File: config.mk
export PLATFORM = sky130hd
export DESIGN_NAME = button_request_gen
export DESIGN_NICKNAME = d
export VERILOG_FILES = /design/src/rtl/button_request_gen.sv
export SDC_FILE = /design/constraint.sdc
export NUM_CORES = 1
export LEC_CHECK = 0
export ABC_AREA = 1
export BUFFER_PORTS_ARGS = -buffer_cell sky130_fd_sc_hd__buf_2
export CAP_MARGIN = 10
export CORE_ASPECT_RATIO = 1.4
export CORE_MARGIN = 8
export CORE_UTILIZATION = 59
export DETAILED_ROUTE_END_ITERATION = 7
export GPL_ROUTABILITY_DRIVEN = 1
export PLACE_DENSITY = 0.79
export SETUP_SLACK_MARGIN = 0.02
export SLEW_MARGIN = 20
export SYNTH_ARGS = -nofsm -noshare
export SYNTH_HDL_FRONTEND = slang
export SYNTH_SLANG_ARGS = --single-unit
File: constraint.sdc
create_clock -name clk -period 1.6 [get_ports clk]
set_input_delay 0.16 -clock clk [delete_from_list [all_inputs] [get_ports clk]]
set_output_delay 0.16 -clock clk [all_outputs]
set_load 0.1 [all_outputs]
File: src/rtl/button_request_gen.sv
`default_nettype none
// ============================================================================
//  Module      : button_request_gen
//  Description : Debounces a raw asynchronous push-button and turns each
//                accepted press into a one-cycle request for the lamp timer.
//                Presses accepted while the lamp is lit are dropped and
//                counted instead. Also provides a held level, a one-shot
//                long-press pulse and saturating accepted/dropped counters.
//  Revision    : 1.0 - initial release
// ============================================================================
module button_request_gen #(
    parameter int DB_CYCLES   = 4,   // consecutive synchronized samples (2..255)
    parameter int LONG_CYCLES = 16,  // edges after accept before long_press (1..65535)
    parameter int CNT_W       = 8    // width of the status counters
) (
    input  logic             clk,
    input  logic             reset,
    input  logic             btn_raw,
    input  logic             lamp_on,
    output logic             req,
    output logic             held,
    output logic             long_press,
    output logic [CNT_W-1:0] req_count,
    output logic [CNT_W-1:0] drop_count
);

    // Debounce state encoding
    localparam logic [1:0] c_released   = 2'd0;
    localparam logic [1:0] c_press_db   = 2'd1;
    localparam logic [1:0] c_pressed    = 2'd2;
    localparam logic [1:0] c_release_db = 2'd3;

    // Terminal counts; db_cnt counts the samples already seen, so the
    // DB_CYCLES-th sample is the one that finds db_cnt at DB_CYCLES-1.
    localparam logic [7:0]       c_db_last   = 8'(DB_CYCLES - 1);
    localparam logic [15:0]      c_long_last = 16'(LONG_CYCLES - 1);
    localparam logic [15:0]      c_long_max  = 16'(LONG_CYCLES);
    localparam logic [CNT_W-1:0] c_cnt_max   = {CNT_W{1'b1}};

    logic             r_sync1;
    logic             r_btn_s;
    logic [1:0]       r_state;
    logic [7:0]       r_db_cnt;
    logic [15:0]      r_hold_cnt;
    logic             r_req;
    logic             r_held;
    logic             r_long;
    logic [CNT_W-1:0] r_req_cnt;
    logic [CNT_W-1:0] r_drop_cnt;

    logic [1:0]       w_state_nxt;
    logic [7:0]       w_db_nxt;
    logic             w_accept;
    logic             w_release;
    logic             w_holding;

    // Two-flop synchronizer; only r_btn_s is seen by the debouncer
    always_ff @(posedge clk) begin
        if (reset) begin
            r_sync1 <= 1'b0;
            r_btn_s <= 1'b0;
        end else begin
            r_sync1 <= btn_raw;
            r_btn_s <= r_sync1;
        end
    end

    // Debounce next-state logic; flags the accept and final-release edges
    always_comb begin
        w_state_nxt = r_state;
        w_db_nxt    = r_db_cnt;
        w_accept    = 1'b0;
        w_release   = 1'b0;
        case (r_state)
            c_released: begin
                if (r_btn_s) begin
                    w_state_nxt = c_press_db;
                    w_db_nxt    = 8'd1;
                end else begin
                    w_db_nxt    = 8'd0;
                end
            end
            c_press_db: begin
                if (!r_btn_s) begin
                    w_state_nxt = c_released;
                    w_db_nxt    = 8'd0;
                end else if (r_db_cnt == c_db_last) begin
                    w_state_nxt = c_pressed;
                    w_db_nxt    = 8'd0;
                    w_accept    = 1'b1;
                end else begin
                    w_db_nxt    = r_db_cnt + 8'd1;
                end
            end
            c_pressed: begin
                if (!r_btn_s) begin
                    w_state_nxt = c_release_db;
                    w_db_nxt    = 8'd1;
                end
            end
            c_release_db: begin
                // A bounce back to 1 resumes the same press: no new request
                if (r_btn_s) begin
                    w_state_nxt = c_pressed;
                end else if (r_db_cnt == c_db_last) begin
                    w_state_nxt = c_released;
                    w_db_nxt    = 8'd0;
                    w_release   = 1'b1;
                end else begin
                    w_db_nxt    = r_db_cnt + 8'd1;
                end
            end
            default: begin
                w_state_nxt = c_released;
                w_db_nxt    = 8'd0;
            end
        endcase
    end

    assign w_holding = (r_state == c_pressed) || (r_state == c_release_db);

    // Debounce state and sample counter registers
    always_ff @(posedge clk) begin
        if (reset) begin
            r_state  <= c_released;
            r_db_cnt <= 8'd0;
        end else begin
            r_state  <= w_state_nxt;
            r_db_cnt <= w_db_nxt;
        end
    end

    // Request pulse: lamp_on is consulted only at the accept edge
    always_ff @(posedge clk) begin
        if (reset) begin
            r_req <= 1'b0;
        end else begin
            r_req <= w_accept && !lamp_on;
        end
    end

    // Held level spans PRESSED and RELEASE_DB, independent of lamp_on
    always_ff @(posedge clk) begin
        if (reset) begin
            r_held <= 1'b0;
        end else if (w_accept) begin
            r_held <= 1'b1;
        end else if (w_release) begin
            r_held <= 1'b0;
        end
    end

    // Hold duration counter; saturation at LONG_CYCLES makes long_press one-shot
    always_ff @(posedge clk) begin
        if (reset) begin
            r_hold_cnt <= 16'd0;
            r_long     <= 1'b0;
        end else begin
            r_long <= w_holding && (r_hold_cnt == c_long_last);
            if (w_accept) begin
                r_hold_cnt <= 16'd0;
            end else if (w_holding && (r_hold_cnt != c_long_max)) begin
                r_hold_cnt <= r_hold_cnt + 16'd1;
            end
        end
    end

    // Saturating accepted/dropped press counters
    always_ff @(posedge clk) begin
        if (reset) begin
            r_req_cnt  <= '0;
            r_drop_cnt <= '0;
        end else if (w_accept) begin
            if (!lamp_on) begin
                if (r_req_cnt != c_cnt_max) begin
                    r_req_cnt <= r_req_cnt + 1'b1;
                end
            end else begin
                if (r_drop_cnt != c_cnt_max) begin
                    r_drop_cnt <= r_drop_cnt + 1'b1;
                end
            end
        end
    end

    assign req        = r_req;
    assign held       = r_held;
    assign long_press = r_long;
    assign req_count  = r_req_cnt;
    assign drop_count = r_drop_cnt;

endmodule
`default_nettype wire

==> metrics.yaml <==
die_w_microns: 72.2
setup.reg_to_reg.worst_slack_ns: 0.12
drc: 0
postPlaceCellArea_sq_mm: 0.00285
vias_per_cell: 5.15
synth_edf_count: 0
min_from: "btn_raw"
start_util_pct: 61.5
cts_tree: "yes"
synthCells: 392
final.fill_count: 381
syn_avg_cell_area_sq_um: 6.65
maxCapViolCount: 0
power.leakage_nw: 1.18
hold_violations: 0
postRouteAntennaNets: 0
grt_max_degree: 17
arrival_ns: 1.69
dieArea_sq_mm: 0.00683
grt_use_total_pct: 16.7
std_cell_rows: 28
num_antenna_cells: 0
hpwl_mm: 4.12
drive_gt1_share_pct: 21.3
netlist_area_sq_mm: 0.00260
worstPathMaxFanout: 8
core_sq_mm: 0.00424
grt.overflow.total: 0
syn_to_final_growth_pct: 14.8
cp.required_ns: 1.81
use_met1_pct: 17.2
ir_drop_mv: 0.525
end_kind: "flip-flop"
setup_violations: 0
antenna_found_initial: 0
finalCriticalPeriod_ns: 1.48
slew_viol_final: 0
drt_iter0_drc: 152
clkTransAtPathRegs_ns: 0.09
whs_ns: 0.0494
relSlewSlack_pct: 67.5
crit_start: "r_db_cnt[1]$_SDFFE_PP0P_"
hold_buffers: 0
stdcell_area_sq_mm: 0.00299
wl_mm: 5.71
final_nets: 435
cts_buffer_depth: 2
clock_sinks: 47
min_period_over_period_pct: 92.3
synthesis.nets: 401
cts_root_buffer: "clkbuf_8"
grt_pass1_wl_mm: 9.37
start_kind: "flip-flop"
status: "finished clean"
clock_latency_ns: 0.30
path_class: "reg -> reg"
hp-class: "in -> reg"
finClkSkew_ns: 0.0123
ys_async_sr_fraction_pct: 0
powerDensity_mw_per_mm2: 644
cts_buffers: 5
met3_usage_pct: 2.76
postLayoutCoreUtil_pct: 70.6
ys_seq_area_share_pct: 36.1
synthFlopType: "dfxtp_1"
rsz0062_at_grt: "no"
fp.dieH_microns: 94.6
gp_congestion: 0.902
h-tree-depth: 2
tightest_slew_ns: 0.490
port_buffers: 22
synth_warnings: 0
busiest_layer: "met2"
tns_ns: 0
ios: 23
vias: 2508
first_pass_iters: 4
routedWlPerCell_microns: 11.7
grt_pass1_vias: 2262
fmaxAchievable_ghz: 0.677
ys_ff_latch: 47
yosysUniqueCellTypes: 29
grtUsageMet2_pct: 32.4
rr_startpoint: "r_db_cnt[1]$_SDFFE_PP0P_"
total_power_mw: 1.93
cells by family after synthesis:
logic type | after synthesis | synth area share [%]
and+or+nand+nor | 233 | 40.1
buffers and inverters | 52 | 8.79
AOI/OAI and AO/OA | 47 | 9.89
DFF | 47 | 36.1
xor gates and xnor gates | 8 | 2.69
adders and majority gates | 5 | 2.40
cells in the final DEF (no fill, tap or decap), types with 3 or more instances in the layout:
cell type and instances:
o21ai_0 8, nor2_1 57, dfxtp_2 14, nor2_4 4
dfxtp_1 28, inv_2 3, nand2_1 109, buf_4 13
nand4_1 9, nand2_2 3, inv_1 38, clkbuf_8 5
nand3_1 32, ha_1 3, a21oi_2 6, nor3_1 4
xor2_1 6, dfxtp_4 5, buf_2 22, a21oi_1 31
nor2_2 5
Yosys cell counts (2+ instances only):
| master | count | share of area [%] |
|---|---|---|
| o21ai_0 | 8 | 1.5 |
| nand2_1 | 109 | 16 |
| inv_1 | 39 | 5.6 |
| nand2_2 | 4 | 0.96 |
| nor2_1 | 60 | 8.6 |
| clkbuf_1 | 2 | 0.29 |
| nand3b_1 | 2 | 0.58 |
| nor2_4 | 3 | 1.3 |
| nand3_2 | 3 | 1.2 |
| inv_2 | 3 | 0.43 |
| nand4_1 | 9 | 2.2 |
| buf_6 | 4 | 1.7 |
| xor2_1 | 6 | 2.0 |
| ha_1 | 5 | 2.4 |
| dfxtp_1 | 47 | 36 |
| nand3_1 | 32 | 6.1 |
| a21oi_1 | 31 | 6.0 |
| nor2_2 | 2 | 0.48 |
| o21ai_1 | 2 | 0.38 |
| buf_2 | 3 | 0.58 |
| nor3_1 | 4 | 0.77 |
| xnor2_1 | 2 | 0.67 |
| a21oi_2 | 6 | 2.0 |
worst max-delay path, cell delays in order, from the launching register on:
cell	delay, ns
dfxtp_1	0.36
ha_1	0.19
nand2_2	0.10
nor2_8	0.15
nand3_2	0.11
nor2_4	0.14
buf_4	0.17
nand3_1	0.07
nand2_1	0.06
nor2_1	0.04
what timing repair did:
item                       in CTS  in global routing
setup endpoints to repair      11                 28
cloned                          0                  1
resized for setup               1                 11
buffers inserted                2                  1
pin swaps                       1                  3
sequential cells by signal (all words and copies together), names as in the netlist, named ones only:
register / cells
drop_count: 8
held: 1
long_press: 1
r_btn_s: 1
r_db_cnt: 8
r_hold_cnt: 16
r_state: 1
r_sync1: 1
req: 1
req_count: 8
power by group:
group	leakage, nW	total [mW]	internal (mW)	switching, mW
sequential	0.390	1.17	1.16	0.00252
combinational	0.741	0.0472	0.0134	0.0339
clock	0.0452	0.714	0.309	0.405
metal layers:
metal,share of wire [%],vias to the layer above
li1,-,1322
met1,43,1125
met2,52,55
met3,3.7,6
met4,1.3,0
met5,0,-
metrics by stage:
| step | setup slack (ns) | cells |
|---|---|---|
| floorplan | 0.0185 | 392 |
| global placement | 0.0537 | 475 |
| detailed placement | -0.0222 | 475 |
| CTS | 0.0375 | 485 |
| global route | 0.0195 | 487 |
| finish | 0.123 | 487 |
final cells by class:
class | instances | area, sq um | area share, %
timing repair buffer | 35 | 208 | 6.94
tap | 60 | 75.1 | 2.51
clock inverter | 2 | 13.8 | 0.460
inverter | 43 | 164 | 5.48
sequential | 47 | 977 | 32.7
clock buffer | 6 | 72.6 | 2.43
multi-input combinational | 294 | 1480 | 49.5
worst paths after layout:
check / to / cells past startpoint
max: drop_count[7]$_SDFFE_PP0P_ / 9
min: r_sync1$_SDFF_PP0_ / 3
max reg2reg: drop_count[7]$_SDFFE_PP0P_ / 9
min reg2reg: r_btn_s$_SDFF_PP0_ / 2
No activity file was read; power rests on OpenSTA's default activity.
